==> config.mk <==
export PLATFORM = sky130hd
export DESIGN_NAME = ex_flat
export DESIGN_NICKNAME = d
export VERILOG_FILES = /design/src/rtl/ex_pkg.sv /design/src/rtl/ex_if.sv /design/src/rtl/ex_mul_iter.sv /design/src/rtl/ex.sv /design/src/flat_wrapper.sv
export SDC_FILE = /design/constraint.sdc
export NUM_CORES = 1
export LEC_CHECK = 0
export BUFFER_PORTS_ARGS = -buffer_cell sky130_fd_sc_hd__buf_2
export CELL_PAD_IN_SITES_DETAIL_PLACEMENT = 0
export CELL_PAD_IN_SITES_GLOBAL_PLACEMENT = 1
export CORE_ASPECT_RATIO = 0.6
export CORE_UTILIZATION = 25
export CTS_CLUSTER_SIZE = 28
export DETAILED_ROUTE_END_ITERATION = 10
export GPL_ROUTABILITY_DRIVEN = 0
export PLACE_DENSITY_LB_ADDON = 0.2
export SLEW_MARGIN = 10
export SYNTH_ARGS = -nofsm -noshare
export SYNTH_HDL_FRONTEND = slang
export SYNTH_SLANG_ARGS = --single-unit
export TNS_END_PERCENT = 5
==> constraint.sdc <==
create_clock -name clk -period 3.9 [get_ports clk]
set_input_delay 0.195 -clock clk [delete_from_list [all_inputs] [get_ports clk]]
set_output_delay 0.195 -clock clk [all_outputs]
set_load 0.02 [all_outputs]
==> src/rtl/ex_pkg.sv <==
// Shared types for the execute stage: opcodes, FSM states, operand helpers.
// Latency: n/a (package only).
// Backpressure: n/a.
package ex_pkg;

  localparam int D_SIZE = 32;

  typedef enum logic [5:0] {
    OP_ADD  = 6'd0,  OP_ADDI = 6'd1,  OP_SUB  = 6'd2,  OP_SUBI = 6'd3,
    OP_MUL  = 6'd4,  OP_MULI = 6'd5,  OP_OR   = 6'd6,  OP_ORI  = 6'd7,
    OP_AND  = 6'd8,  OP_ANDI = 6'd9,  OP_XOR  = 6'd10, OP_XORI = 6'd11,
    OP_LDW  = 6'd12, OP_STW  = 6'd13, OP_BZ   = 6'd14, OP_BEQ  = 6'd15,
    OP_JR   = 6'd16, OP_HALT = 6'd17
  } opcode_e;

  typedef enum logic [1:0] {
    S_IDLE     = 2'd0,
    S_MUL_BUSY = 2'd1,
    S_MUL_DONE = 2'd2,
    S_HALTED   = 2'd3
  } ex_state_e;

  // ALU pairs are laid out as (R-type, I-type) on even/odd opcodes up to xori.
  function automatic logic is_rtype(input logic [5:0] op);
    return (op <= 6'd10) && !op[0];
  endfunction

  function automatic logic is_mul(input logic [5:0] op);
    return (op == OP_MUL) || (op == OP_MULI);
  endfunction

endpackage

==> src/rtl/ex_if.sv <==
// Bundle of decode-side inputs and memory/fetch-side outputs of the execute stage.
// Latency: n/a (wires only).
// Backpressure: stall_2_id travels back to decode inside this bundle.
interface ex_if #(parameter int D_SIZE = 32);
  logic              valid_f_id;
  logic [5:0]        opcode_f_id;
  logic [D_SIZE-1:0] rs_val_f_id;
  logic [D_SIZE-1:0] rt_val_f_id;
  logic [4:0]        dest_f_id;
  logic [D_SIZE-1:0] i_data_f_id;
  logic [31:0]       pc_f_id;

  logic              valid_2_mem;
  logic [5:0]        opcode_2_mem;
  logic [D_SIZE-1:0] result_2_mem;
  logic [D_SIZE-1:0] store_data_2_mem;
  logic [4:0]        dest_2_mem;

  logic              stall_2_id;
  logic              branch_taken_2_if;
  logic [31:0]       branch_target_2_if;
  logic              halt;

  // Execute-stage side.
  modport slave (
    input  valid_f_id, opcode_f_id, rs_val_f_id, rt_val_f_id, dest_f_id, i_data_f_id, pc_f_id,
    output valid_2_mem, opcode_2_mem, result_2_mem, store_data_2_mem, dest_2_mem,
    output stall_2_id, branch_taken_2_if, branch_target_2_if, halt
  );

  // Pipeline-environment side (decode feeding, memory/fetch consuming).
  modport master (
    output valid_f_id, opcode_f_id, rs_val_f_id, rt_val_f_id, dest_f_id, i_data_f_id, pc_f_id,
    input  valid_2_mem, opcode_2_mem, result_2_mem, store_data_2_mem, dest_2_mem,
    input  stall_2_id, branch_taken_2_if, branch_target_2_if, halt
  );
endinterface

==> src/rtl/ex_mul_iter.sv <==
// Iterative shift-add multiplier, one multiplier bit per cycle, low D_SIZE bits kept.
// Latency: MUL_CYCLES cycles after start; done is high during the last iteration cycle.
// Backpressure: none; a new start restarts the unit and discards any run in flight.
module mul_iter #(
  parameter int D_SIZE     = 32,
  parameter int MUL_CYCLES = 32
) (
  input  logic              clk,
  input  logic              rst_n,
  input  logic              i_start,
  input  logic [D_SIZE-1:0] i_a,
  input  logic [D_SIZE-1:0] i_b,
  output logic              o_done,
  output logic [D_SIZE-1:0] o_product
);
  localparam int CW = (MUL_CYCLES > 1) ? $clog2(MUL_CYCLES) : 1;

  logic              r_busy;
  logic [CW-1:0]     r_cnt;
  logic [D_SIZE-1:0] r_mcand;
  logic [D_SIZE-1:0] r_mplier;
  logic [D_SIZE-1:0] r_acc;

  assign o_done    = r_busy && (r_cnt == CW'(MUL_CYCLES - 1));
  assign o_product = r_acc;

  // Latch operands on start, then add the shifted multiplicand for each set multiplier bit.
  always_ff @(posedge clk or negedge rst_n) begin
    if (!rst_n) begin
      r_busy   <= 1'b0;
      r_cnt    <= '0;
      r_mcand  <= '0;
      r_mplier <= '0;
      r_acc    <= '0;
    end else if (i_start) begin
      r_busy   <= 1'b1;
      r_cnt    <= '0;
      r_mcand  <= i_a;
      r_mplier <= i_b;
      r_acc    <= '0;
    end else if (r_busy) begin
      if (r_mplier[0]) r_acc <= r_acc + r_mcand;
      r_mcand  <= r_mcand << 1;
      r_mplier <= r_mplier >> 1;
      if (o_done) r_busy <= 1'b0;
      else        r_cnt  <= r_cnt + 1'b1;
    end
  end
endmodule

==> src/rtl/ex.sv <==
// Execute stage: ALU/address/branch resolution, iterative multiply, sticky halt.
// Latency: 1 cycle for non-mul; MUL_CYCLES+1 cycles after acceptance for mul.
// Backpressure: combinational stall_2_id holds decode during multiply and after halt.
module ex #(
  parameter int D_SIZE     = ex_pkg::D_SIZE,
  parameter int MUL_CYCLES = 32
) (
  input  logic clk,
  input  logic reset,
  ex_if.slave  bus
);
  import ex_pkg::*;

  ex_state_e r_state, w_state_nxt;

  logic              w_vld_in, w_mul_in, w_halt_in, w_mul_start, w_mul_done;
  logic [D_SIZE-1:0] w_opb, w_mul_b, w_mul_prod;
  logic [D_SIZE-1:0] w_alu_res, w_alu_sd;
  logic [4:0]        w_alu_dest;
  logic              w_taken;
  logic [31:0]       w_target;

  logic              w_nxt_vld, w_nxt_bt, w_nxt_halt, w_stall;
  logic [5:0]        w_nxt_op;
  logic [D_SIZE-1:0] w_nxt_res, w_nxt_sd;
  logic [4:0]        w_nxt_dest;
  logic [31:0]       w_nxt_tgt;

  logic [5:0]        r_mul_op;
  logic [4:0]        r_mul_dest;

  // The cycle after a taken branch carries a wrong-path instruction, so it is a bubble.
  assign w_vld_in    = bus.valid_f_id && !bus.branch_taken_2_if && (bus.opcode_f_id <= OP_HALT);
  assign w_mul_in    = w_vld_in && is_mul(bus.opcode_f_id);
  assign w_halt_in   = w_vld_in && (bus.opcode_f_id == OP_HALT);
  assign w_mul_start = (r_state == S_IDLE) && w_mul_in;
  assign w_opb       = is_rtype(bus.opcode_f_id) ? bus.rt_val_f_id : bus.i_data_f_id;
  assign w_mul_b     = w_opb;
  assign bus.stall_2_id = w_stall;

  mul_iter #(.D_SIZE(D_SIZE), .MUL_CYCLES(MUL_CYCLES)) u_mul (
    .clk       (clk),
    .rst_n     (reset),
    .i_start   (w_mul_start),
    .i_a       (bus.rs_val_f_id),
    .i_b       (w_mul_b),
    .o_done    (w_mul_done),
    .o_product (w_mul_prod)
  );

  // Single-cycle datapath: ALU result, memory address, store data and branch resolution.
  always_comb begin
    w_alu_res  = '0;
    w_alu_sd   = '0;
    w_alu_dest = bus.dest_f_id;
    w_taken    = 1'b0;
    w_target   = bus.pc_f_id + {bus.i_data_f_id[29:0], 2'b00};
    case (bus.opcode_f_id)
      OP_ADD, OP_ADDI: w_alu_res = bus.rs_val_f_id + w_opb;
      OP_SUB, OP_SUBI: w_alu_res = bus.rs_val_f_id - w_opb;
      OP_OR,  OP_ORI:  w_alu_res = bus.rs_val_f_id | w_opb;
      OP_AND, OP_ANDI: w_alu_res = bus.rs_val_f_id & w_opb;
      OP_XOR, OP_XORI: w_alu_res = bus.rs_val_f_id ^ w_opb;
      OP_LDW:          w_alu_res = bus.rs_val_f_id + bus.i_data_f_id;
      OP_STW: begin
        w_alu_res  = bus.rs_val_f_id + bus.i_data_f_id;
        w_alu_sd   = bus.rt_val_f_id;
        w_alu_dest = 5'd0;
      end
      OP_BZ: begin
        w_taken    = (bus.rs_val_f_id == '0);
        w_alu_dest = 5'd0;
      end
      OP_BEQ: begin
        w_taken    = (bus.rs_val_f_id == bus.rt_val_f_id);
        w_alu_dest = 5'd0;
      end
      OP_JR: begin
        w_taken    = 1'b1;
        w_target   = bus.rs_val_f_id[31:0];
        w_alu_dest = 5'd0;
      end
      default: w_alu_dest = 5'd0;
    endcase
  end

  // Next state, stall and next values of the output registers.
  always_comb begin
    w_state_nxt = r_state;
    w_stall     = 1'b0;
    w_nxt_vld   = 1'b0;
    w_nxt_op    = '0;
    w_nxt_res   = '0;
    w_nxt_sd    = '0;
    w_nxt_dest  = '0;
    w_nxt_bt    = 1'b0;
    w_nxt_tgt   = '0;
    w_nxt_halt  = bus.halt;
    case (r_state)
      S_IDLE: begin
        if (w_mul_in) begin
          w_stall     = 1'b1;
          w_state_nxt = S_MUL_BUSY;
        end else if (w_halt_in) begin
          w_nxt_vld   = 1'b1;
          w_nxt_op    = OP_HALT;
          w_nxt_halt  = 1'b1;
          w_state_nxt = S_HALTED;
        end else if (w_vld_in) begin
          w_nxt_vld  = 1'b1;
          w_nxt_op   = bus.opcode_f_id;
          w_nxt_res  = w_alu_res;
          w_nxt_sd   = w_alu_sd;
          w_nxt_dest = w_alu_dest;
          w_nxt_bt   = w_taken;
          w_nxt_tgt  = w_taken ? w_target : 32'd0;
        end
      end
      S_MUL_BUSY: begin
        w_stall = 1'b1;
        if (w_mul_done) w_state_nxt = S_MUL_DONE;
      end
      S_MUL_DONE: begin
        w_nxt_vld   = 1'b1;
        w_nxt_op    = r_mul_op;
        w_nxt_res   = w_mul_prod;
        w_nxt_dest  = r_mul_dest;
        w_state_nxt = S_IDLE;
      end
      S_HALTED: w_stall = 1'b1;
      default:  w_state_nxt = S_IDLE;
    endcase
  end

  // State register.
  always_ff @(posedge clk or negedge reset) begin
    if (!reset) r_state <= S_IDLE;
    else        r_state <= w_state_nxt;
  end

  // Remember which instruction the multiplier is working for.
  always_ff @(posedge clk or negedge reset) begin
    if (!reset) begin
      r_mul_op   <= '0;
      r_mul_dest <= '0;
    end else if (w_mul_start) begin
      r_mul_op   <= bus.opcode_f_id;
      r_mul_dest <= bus.dest_f_id;
    end
  end

  // Output pipeline registers toward memory and the fetch redirect.
  always_ff @(posedge clk or negedge reset) begin
    if (!reset) begin
      bus.valid_2_mem        <= 1'b0;
      bus.opcode_2_mem       <= '0;
      bus.result_2_mem       <= '0;
      bus.store_data_2_mem   <= '0;
      bus.dest_2_mem         <= '0;
      bus.branch_taken_2_if  <= 1'b0;
      bus.branch_target_2_if <= '0;
      bus.halt               <= 1'b0;
    end else begin
      bus.valid_2_mem        <= w_nxt_vld;
      bus.opcode_2_mem       <= w_nxt_op;
      bus.result_2_mem       <= w_nxt_res;
      bus.store_data_2_mem   <= w_nxt_sd;
      bus.dest_2_mem         <= w_nxt_dest;
      bus.branch_taken_2_if  <= w_nxt_bt;
      bus.branch_target_2_if <= w_nxt_tgt;
      bus.halt               <= w_nxt_halt;
    end
  end
endmodule

==> src/flat_wrapper.sv <==
// flat-port wrapper written by rule: the top's interface ports become plain ports
module ex_flat import ex_pkg::*;
#(
  parameter int D_SIZE     = ex_pkg::D_SIZE,
  parameter int MUL_CYCLES = 32
)
  (clk, reset, bus_valid_f_id, bus_opcode_f_id, bus_rs_val_f_id, bus_rt_val_f_id, bus_dest_f_id, bus_i_data_f_id, bus_pc_f_id, bus_valid_2_mem, bus_opcode_2_mem, bus_result_2_mem, bus_store_data_2_mem, bus_dest_2_mem, bus_stall_2_id, bus_branch_taken_2_if, bus_branch_target_2_if, bus_halt);
  ex_if #(.D_SIZE(D_SIZE)) bus_i ();
  input  logic clk;
  input  logic reset;
  input wire logic [$bits(bus_i.valid_f_id)-1:0] bus_valid_f_id;
  input wire logic [$bits(bus_i.opcode_f_id)-1:0] bus_opcode_f_id;
  input wire logic [$bits(bus_i.rs_val_f_id)-1:0] bus_rs_val_f_id;
  input wire logic [$bits(bus_i.rt_val_f_id)-1:0] bus_rt_val_f_id;
  input wire logic [$bits(bus_i.dest_f_id)-1:0] bus_dest_f_id;
  input wire logic [$bits(bus_i.i_data_f_id)-1:0] bus_i_data_f_id;
  input wire logic [$bits(bus_i.pc_f_id)-1:0] bus_pc_f_id;
  output wire logic [$bits(bus_i.valid_2_mem)-1:0] bus_valid_2_mem;
  output wire logic [$bits(bus_i.opcode_2_mem)-1:0] bus_opcode_2_mem;
  output wire logic [$bits(bus_i.result_2_mem)-1:0] bus_result_2_mem;
  output wire logic [$bits(bus_i.store_data_2_mem)-1:0] bus_store_data_2_mem;
  output wire logic [$bits(bus_i.dest_2_mem)-1:0] bus_dest_2_mem;
  output wire logic [$bits(bus_i.stall_2_id)-1:0] bus_stall_2_id;
  output wire logic [$bits(bus_i.branch_taken_2_if)-1:0] bus_branch_taken_2_if;
  output wire logic [$bits(bus_i.branch_target_2_if)-1:0] bus_branch_target_2_if;
  output wire logic [$bits(bus_i.halt)-1:0] bus_halt;
  assign bus_i.valid_f_id = bus_valid_f_id;
  assign bus_i.opcode_f_id = bus_opcode_f_id;
  assign bus_i.rs_val_f_id = bus_rs_val_f_id;
  assign bus_i.rt_val_f_id = bus_rt_val_f_id;
  assign bus_i.dest_f_id = bus_dest_f_id;
  assign bus_i.i_data_f_id = bus_i_data_f_id;
  assign bus_i.pc_f_id = bus_pc_f_id;
  assign bus_valid_2_mem = bus_i.valid_2_mem;
  assign bus_opcode_2_mem = bus_i.opcode_2_mem;
  assign bus_result_2_mem = bus_i.result_2_mem;
  assign bus_store_data_2_mem = bus_i.store_data_2_mem;
  assign bus_dest_2_mem = bus_i.dest_2_mem;
  assign bus_stall_2_id = bus_i.stall_2_id;
  assign bus_branch_taken_2_if = bus_i.branch_taken_2_if;
  assign bus_branch_target_2_if = bus_i.branch_target_2_if;
  assign bus_halt = bus_i.halt;
  ex #(.D_SIZE(D_SIZE), .MUL_CYCLES(MUL_CYCLES)) u_core (.clk(clk), .reset(reset), .bus(bus_i));
endmodule
==> impl_metrics.json, run 1 <==
{
  "numPortBuffers": 252,
  "finish.instance_area_um2": 23000,
  "synthDistinctLibCells": 72,
  "synth_ff_type": "dfrtp_1",
  "drc": 0,
  "fin_skew_ns": 0.0168,
  "grt_pass1_vias": 16707,
  "avgSynthCellArea_um2": 8.64,
  "area_growth_pct": 35.0,
  "synth-edff-count": 0,
  "clock_path_buffers": 3,
  "finalPower_uw": 11800,
  "fill_cells": 6976,
  "yosysWarnings": 0,
  "ant_nets": 0,
  "nets": 2793,
  "grt_max_degree": 85,
  "synth_top_cell_area_share_pct": 33.1,
  "cp-start-kind": "primary input",
  "holdPathStages": 3,
  "drv_cap": 0,
  "rsz0062_at_grt": "true",
  "min_period_ns": 3.99,
  "synth_top_area_cell": "dfrtp_1",
  "worst_pin_slew_ns": 0.954,
  "crit_type": "primary input to register",
  "post_drt_wl_per_cell_um": 20.5,
  "netlist_instances": 1970,
  "setup-violations-final": 3,
  "synth_area_um2": 17000,
  "grt_antenna_before_repair": 0,
  "cts_max_level": 1,
  "place_area_um2": 21200,
  "clkSlewWorstSetupHoldPaths_ns": 0.06,
  "cts_sinks": 225,
  "hold_viol": 0,
  "syn_nets": 2281,
  "async_flop_share_pct": 100,
  "die_area_um2": 69200,
  "power.leakage_uw": 0.0108,
  "dr.pass1.iters": 5,
  "io_pins": 253,
  "violations": "setup timing",
  "drive_above_1_share_pct": 24.7,
  "wirelength_um": 69900,
  "ys_ff_latch": 225,
  "track_usage_pct": 20.0,
  "start_util_pct": 25.5,
  "slew_violations": 0,
  "avgViaCountPerCell": 4.93,
  "end_kind": "register",
  "num_vias": 16774,
  "rr_worst_depth": 11,
  "worst_slew_margin_rel_pct": 35.8,
  "status": "complete, but fails checks",
  "cts_root_buf": "clkbuf_16",
  "core-area_um2": 66800,
  "setup_tns_ns": -0.205,
  "max_freq_ghz": 0.251,
  "cp.required_ns": 4.41,
  "drt_iter0_drc": 1089,
  "cts_tree": "done",
  "die_w_um": 339,
  "preCtsSetupSlack_ns": -0.739,
  "final_util_pct": 34.4,
  "arrival_ns": 4.50,
  "hold_class": "primary input to register",
  "grt_pass1_wl_um": 106000,
  "cts_inserted_buffers": 26,
  "dp_hpwl_um": 55500,
  "ir_drop_uv": 309,
  "period_share_pct": 102,
  "yosys-top-cells-area": "dfrtp_1 (33%), ha_1 (12%), nand2_1 (6.2%)",
  "yosysSeqAreaShare_pct": 33.1,
  "grt_overflow": 0,
  "crit_fanout": 31,
  "power_per_cell_area_nw_per_um2": 512,
  "rows": 73,
  "clk_latency_ns": 0.57,
  "fp.dieH_um": 204,
  "setup_slack_ns": -0.0896
}
[routing by layer]
layer  wire [µm]  up-vias  track usage, %  share of wire (%)
li1            -     8067               -                  -
met1       35000     8241            29.5                 50
met2       30000      410            30.8                 43
met3        3970       56            3.67                5.7
met4         905        0            2.88                1.3
met5           0        -               0                  0
[where the power goes]
part / switching (µW) / internal (µW) / leakage (µW)
Combinational: 3170 / 2410 / 0.00757
Sequential: 525 / 3020 / 0.00280
Clock: 1100 / 1530 / 0.000438
[state kept, by name, indices dropped and copies added, names as in the netlist, 6 cells and up]
| register | flops |
|---|---|
| u_core.u_mul.o_product | 32 |
| u_core.bus.branch_target_2_if | 32 |
| u_core.u_mul.r_mplier | 32 |
| u_core.bus.opcode_2_mem | 6 |
| u_core.u_mul.r_mcand | 32 |
| u_core.bus.store_data_2_mem | 32 |
| u_core.bus.result_2_mem | 32 |
| u_core.r_mul_op | 6 |
[final timing paths]
kind                                      startpoint                                to  slack (ns)
max reg2reg                u_core.u_mul.o_product[6]        u_core.u_mul.o_product[31]        0.48
min                               bus_rs_val_f_id[6]           u_core.u_mul.r_mcand[6]        0.05
max                               bus_rt_val_f_id[3]  u_core.bus.branch_target_2_if[1]       -0.09
max in group asynchronous                      reset         u_core.u_mul.r_mplier[31]        2.74
min in group asynchronous                      reset  u_core.bus.branch_target_2_if[5]        0.23
min reg2reg                       u_core.r_mul_op[2]                u_core.r_mul_op[2]        0.48
[stage by stage]
stage                     std cells  hold WS [ns]
after detailed placement       3284         0.272
after CTS                      3400        0.0108
final                          3403        0.0507
after global placement         3284         0.269
after floorplan                1970        -0.101
after global routing           3402        0.0339
[area by class of cell]
type	instances	area [µm²]	share of cell area [%]
Inverter	97	364	1.59
Clock buffer	40	795	3.46
Multi-Input combinational cell	1557	10900	47.6
Clock inverter	8	96.3	0.419
Timing Repair Buffer	575	4020	17.5
Tap cell	900	1130	4.90
Sequential cell	225	5630	24.5
Antenna cell	1	2.50	0.0109
[cells in the mapped netlist (32+ instances only)]
master	count
nand2_1	280
dfrtp_1	225
a21oi_1	174
ha_1	166
xnor2_1	113
o21ai_0	103
mux2i_1	99
inv_1	92
nor2_1	91
clkbuf_1	82
and2_1	50
a21o_1	39
a211oi_1	36
o22ai_1	36
nor3_1	32
[critical path, stage by stage]
cell and delay (ns):
buf_2 0.12, dlygate4sd3_1 0.58, buf_4 0.16, xnor2_1 0.44
nand4_1 0.18, nor4_2 0.56, nand4_1 0.26, or4_1 0.56
nand3_1 0.30, nand2_1 0.09, buf_4 0.26, a21oi_1 0.18
dlygate4sd3_1 0.56
[cell families after synthesis]
group | Yosys count | synth area share [%]
multiplexers | 105 | 6.43
AND/OR/NAND/NOR | 598 | 16.5
buffers and inverters | 188 | 4.24
XOR/XNOR | 138 | 7.10
AO/OA/AOI/OAI | 547 | 20.1
flip-flops | 225 | 33.1
adder cells (fa/ha/maj) | 169 | 12.6
[cell usage in the layout, fill, tap and decap left out, types with 49 or more instances in the layout]
master,synthesis,layout
dlygate4sd3_1,0,68
ha_1,166,164
buf_2,1,249
inv_1,92,91
xnor2_1,113,112
o21ai_0,103,96
a21oi_1,174,169
nand2_1,280,280
buf_4,0,243
dfrtp_1,225,224
and2_1,50,49
nor2_1,91,86
mux2i_1,99,95
[timing repair]
action | 4_1_cts | 5_1_grt
endpoints found under the setup margin | 7 | 20
pin swaps | 1 | 22
hold buffers | 68 | 0
buffers inserted | 0 | 2
resized for setup | 6 | 45
hold endpoints to repair | 167 | 0
No activity file was read; power rests on OpenSTA's default activity.
==> run 2, diff against run 1 <==
- CELL_PAD_IN_SITES_DETAIL_PLACEMENT: 0 -> 2
- CELL_PAD_IN_SITES_GLOBAL_PLACEMENT: 1 -> 2
==> impl_metrics.json, run 2 (same netlist as run 1, synthesis figures left out) <==
{
  "clk_latency_ns": 0.59,
  "holdPathStages": 3,
  "track_usage_pct": 23.2,
  "drt_iter0_drc": 797,
  "setup-violations-final": 3,
  "post_drt_wl_per_cell_um": 23.8,
  "clock_path_buffers": 3,
  "grt_overflow": 0,
  "cts_root_buf": "clkbuf_16",
  "grt_antenna_before_repair": 3,
  "reg2reg_to": "u_core.u_mul.o_product[31]",
  "die_w_um": 339,
  "max_freq_ghz": 0.252,
  "area_growth_pct": 36.2,
  "status": "complete, but fails checks",
  "fill_cells": 7526,
  "start_util_pct": 25.5,
  "num_vias": 17395,
  "cts_sinks": 225,
  "rr_worst_depth": 11,
  "io_pins": 253,
  "wl_met3_um": 4720,
  "wirelength_um": 81300,
  "ir_drop_uv": 255,
  "layout_commonest_cell": "nand2_1",
  "fin_skew_ns": 0.0214,
  "die_area_um2": 69200,
  "hold_class": "primary input to register",
  "grt_pass1_wl_um": 122000,
  "rows": 73,
  "hold_viol": 0,
  "arrival_ns": 4.41,
  "hold_path_startpoint": "bus_rt_val_f_id[7]",
  "dp_hpwl_um": 63600,
  "wl_met2_um": 37000,
  "power.leakage_uw": 0.0109,
  "fp.dieH_um": 204,
  "slew_violations": 0,
  "cts_tree": "done",
  "numPortBuffers": 252,
  "violations": "setup timing",
  "grt_max_degree": 95,
  "setup_slack_ns": -0.0675,
  "avgViaCountPerCell": 5.10,
  "crit_type": "primary input to register",
  "drive_above_1_share_pct": 25.9,
  "dr.pass1.iters": 4,
  "layout.area.seq_um2": 5630,
  "reg2reg_from": "u_core.u_mul.o_product[6]",
  "period_share_pct": 102,
  "nets": 2804,
  "drc": 0,
  "cp-start-kind": "primary input",
  "clkSlewWorstSetupHoldPaths_ns": 0.07,
  "end_kind": "register",
  "place_inst": 3289,
  "top_layer_used": "met4",
  "worst_pin_slew_ns": 0.993,
  "power_per_cell_area_nw_per_um2": 523,
  "rsz0062_at_grt": "true",
  "route.layer.met1.wl_um": 37900,
  "whs_ns": 0.0227,
  "ant_nets": 0,
  "place_area_um2": 21200,
  "cts_max_level": 1,
  "finish.instance_area_um2": 23200,
  "worst_slew_margin_rel_pct": 33.8,
  "min_period_ns": 3.97,
  "grt_pass1_vias": 19295,
  "finalNonFillerCells": 3412,
  "drv_cap": 0,
  "regToRegSetupSlack_ns": 0.39,
  "multi_input_area_um2": 11000,
  "layout_common_cells": "nand2_1 (278), buf_4 (259), buf_2 (248), dfrtp_1 (224), a21oi_1 (166)",
  "setup_tns_ns": -0.117,
  "cp.required_ns": 4.35,
  "whs_endpoint": "u_core.bus.store_data_2_mem[7]",
  "crit_fanout": 6,
  "cts_inserted_buffers": 27,
  "core-area_um2": 66800
}
[run 2: cell count changes in the layout (fill, tap and decap cells not counted), moves of 3 or more]
cell,delta
a21oi_1,-3
a21oi_2,+3
buf_12,+3
buf_4,+16
dlygate4sd3_1,-5
ha_1,-3
ha_2,+3
o21ai_2,-4
[run 2: where the power goes]
group / leakage, µW / internal [µW] / switching [µW]
clock network: 0.000439 / 1560 / 1160
registers: 0.00280 / 3020 / 556
logic: 0.00764 / 2460 / 3360
total: 0.0109 / 7050 / 5080
[run 2: metal layers]
layer | GRT usage, % | vias up
met5 | 0 | -
met4 | 4.82 | 0
met3 | 5.06 | 100
met2 | 38.0 | 362
met1 | 31.3 | 8901
li1 | - | 8032
[run 2: how the worst max path moves through the flow]
| stage | to | cells past startpoint | startpoint | slack [ns] |
|---|---|---|---|---|
| 2_1_floorplan | u_core.bus.result_2_mem[31] | 19 | bus_opcode_f_id[3] | -0.29 |
| 3_3_place_gp | u_core.bus.result_2_mem[30] | 21 | bus_opcode_f_id[3] | -0.83 |
| 3_5_place_dp | u_core.bus.result_2_mem[30] | 21 | bus_opcode_f_id[3] | -1.05 |
| 4_1_cts | u_core.bus.result_2_mem[29] | 22 | bus_opcode_f_id[2] | -0.04 |
| 5_1_grt | u_core.bus.result_2_mem[29] | 19 | bus_opcode_f_id[3] | -0.16 |
| 6_report | u_core.bus.result_2_mem[29] | 18 | bus_opcode_f_id[3] | -0.07 |
[run 2: area by class of cell]
class,instances,share of cell area (%)
flip-flops and latches,225,24.3
clock buffers,40,3.51
multi-input cells,1557,47.6
diodes,1,0.0108
clock inverters,7,0.399
well taps,900,4.86
repair buffers,585,17.7
inverters,97,1.57
[run 2: what timing repair did]
item / in CTS / in global routing
endpoints found under the setup margin: 16 / 18
cloned: 0 / 1
endpoints found under the hold margin: 167 / 1
pin swaps: 15 / 30
resized for setup: 29 / 42
buffers inserted: 5 / 6
hold buffers: 62 / 1
[run 2: stage by stage]
step           worst slack, ns  total power [µW]  util, %
2_1_floorplan           -0.289              7140        -
3_3_place_gp            -0.829              9020     31.8
3_5_place_dp             -1.05              9310     31.8
4_1_cts                -0.0424             12200     34.3
5_1_grt                 -0.164             13000     34.7
6_report               -0.0675             12100     34.7
[run 2: critical path, cell delays in order]
cell and delay (ns):
buf_8 0.10, a2111o_2 0.48, buf_12 0.16, buf_12 0.16, mux2i_4 0.19, xnor2_1 0.13, a221o_1 0.39, ha_4 0.25
a211oi_2 0.35, nor3_4 0.09, o41a_1 0.39, o21ba_4 0.24, o41a_1 0.51, a21oi_2 0.21, nand2b_1 0.09, a21oi_2 0.15
xor2_1 0.18, o21ai_1 0.08
==> run 3, diff against run 2 <==
==> constraint.sdc (replaced) <==
create_clock -name clk -period 3.8 [get_ports clk]
set_input_delay 0.76 -clock clk [delete_from_list [all_inputs] [get_ports clk]]
set_output_delay 0.76 -clock clk [all_outputs]
set_load 0.02 [all_outputs]
==> impl_metrics.json, run 3 (same netlist as run 1, synthesis figures left out) <==
{
  "power_per_cell_area_nw_per_um2": 541,
  "crit_type": "primary input to register",
  "whs_ns": 0.151,
  "dp_hpwl_um": 66100,
  "rsz0062_at_grt": "true",
  "grt_overflow": 0,
  "grt_max_degree": 104,
  "cts_sinks": 225,
  "worst_slew_margin_rel_pct": 33.2,
  "setup-violations-final": 24,
  "fp.dieH_um": 204,
  "cp.required_ns": 4.27,
  "rows": 73,
  "hold_class": "primary input to asynchronous set/reset pin",
  "wl_met2_um": 38500,
  "preCtsSetupSlack_ns": -1.69,
  "clock_path_buffers": 3,
  "grt_antenna_before_repair": 5,
  "die_w_um": 339,
  "cp_slowest_cell": "a2111o_2",
  "cts_max_level": 1,
  "top_layer_used": "met4",
  "arrival_ns": 5.21,
  "drv_cap": 0,
  "final_util_pct": 35.1,
  "dr.pass1.iters": 5,
  "cts_inserted_buffers": 27,
  "layout_common_cells": "buf_4 (345), nand2_1 (279), buf_2 (249), dfrtp_1 (224), ha_1 (161)",
  "cts_tree": "done",
  "min_period_ns": 4.75,
  "drt_iter0_drc": 890,
  "route.layer.met1.wl_um": 38200,
  "io_pins": 253,
  "grt_pass1_wl_um": 123000,
  "end_kind": "register",
  "grt_pass1_vias": 19564,
  "wl_met3_um": 4340,
  "num_vias": 17419,
  "layout_commonest_cell": "buf_4",
  "status": "complete, but fails checks",
  "post_drt_wl_per_cell_um": 24.0,
  "fill_cells": 7577,
  "ir_drop_uv": 254,
  "max_freq_ghz": 0.211,
  "crit_fanout": 7,
  "drive_above_1_share_pct": 29.9,
  "drc": 0,
  "power.leakage_uw": 0.0111,
  "ctsHoldBuffers": 0,
  "track_usage_pct": 23.4,
  "setup_slack_ns": -0.946,
  "violations": "setup timing",
  "avgViaCountPerCell": 5.05,
  "wirelength_um": 82600,
  "start_util_pct": 25.5,
  "cp-start-kind": "primary input",
  "fin_skew_ns": 0.0390,
  "hold_viol": 0,
  "worst_pin_slew_ns": 1.00,
  "nets": 2838,
  "place_area_um2": 22000,
  "path_cells": "buf_8 -> a2111o_2 -> buf_6 -> nand2_1 -> and2_4 -> inv_4 -> nor2_4 -> nand2_2 -> xnor2_2 -> o221ai_2 -> ha_1 -> buf_6 -> o2111ai_4 -> o21ai_2 -> o41a_1 -> o21ba_4 -> o41a_1 -> and2_1 -> nand3_1 -> nand2_1 -> xnor2_1 -> o21ai_0",
  "cts_root_buf": "clkbuf_16",
  "ant_nets": 0,
  "core-area_um2": 66800,
  "clkSlewWorstSetupHoldPaths_ns": 0.08,
  "numPortBuffers": 252,
  "area_growth_pct": 37.9,
  "finish.instance_area_um2": 23500,
  "period_share_pct": 125,
  "cpPeakStageDelay_ns": 0.63,
  "clk_latency_ns": 0.60,
  "die_area_um2": 69200,
  "slew_violations": 0
}
## run 3: layout make-up
cell class	count	area (µm²)	share of cell area, %
Multi-Input combinational cell	1557	11100	47.3
Sequential cell	225	5630	24.0
Timing Repair Buffer	619	4290	18.3
Tap cell	900	1130	4.80
Clock buffer	34	732	3.12
Inverter	97	369	1.57
Clock inverter	13	224	0.954
Antenna cell	3	7.51	0.0320
## run 3: report_power, final
group          total [µW]  internal, µW  leakage, µW  switching [µW]
Sequential           3680          3100      0.00280             580
Clock                2940          1760     0.000464            1180
Combinational        6070          2570      0.00788            3500
Total               12700          7430       0.0111            5260
## run 3: per-stage QoR
stage	total power, µW	setup TNS, ns	std cells
6_report	12700	-12.99	3448
3_5_place_dp	9680	-36.29	3388
3_3_place_gp	9350	-30.27	3388
2_1_floorplan	7330	-14.82	1970
5_1_grt	13600	-16.16	3446
4_1_cts	12800	-12.34	3436
## run 3: worst max-delay path, delay by kind of cell
kind | cells | cell delay, ns
compound gates | 8 | 2.43
xor+xnor | 2 | 0.32
fa+ha+maj | 1 | 0.36
buf+inv | 4 | 0.51
simple gates | 7 | 0.81
## run 3: final timing paths
check | end | depth (start not counted) | slack, ns | startpoint
setup / recovery | u_core.bus.result_2_mem[25] | 22 | -0.95 | bus_opcode_f_id[3]
hold / removal | u_core.bus.store_data_2_mem[1] | 1 | 0.15 | reset
setup reg to reg | u_core.u_mul.o_product[30] | 13 | 0.29 | u_core.u_mul.r_mcand[0]
hold reg to reg | u_core.r_mul_dest[1] | 2 | 0.48 | u_core.r_mul_dest[1]
max in group asynchronous | u_core.u_mul.r_mplier[16] | 2 | 2.62 | reset
min in group clk | u_core.r_mul_dest[1] | 3 | 0.40 | bus_dest_f_id[1]
## run 3: routing by layer
metal  track usage [%]  up-vias
met2              39.3      316
met4              4.36        0
li1                  -     8100
met3              4.68       80
met1              31.3     8923
met5                 0        -
## run 3: what timing repair did
item,in CTS,in global routing
buffers inserted,1,9
endpoints found under the hold margin,0,0
gates resized for setup,34,64
pin swaps,8,44
setup endpoints to repair,25,28
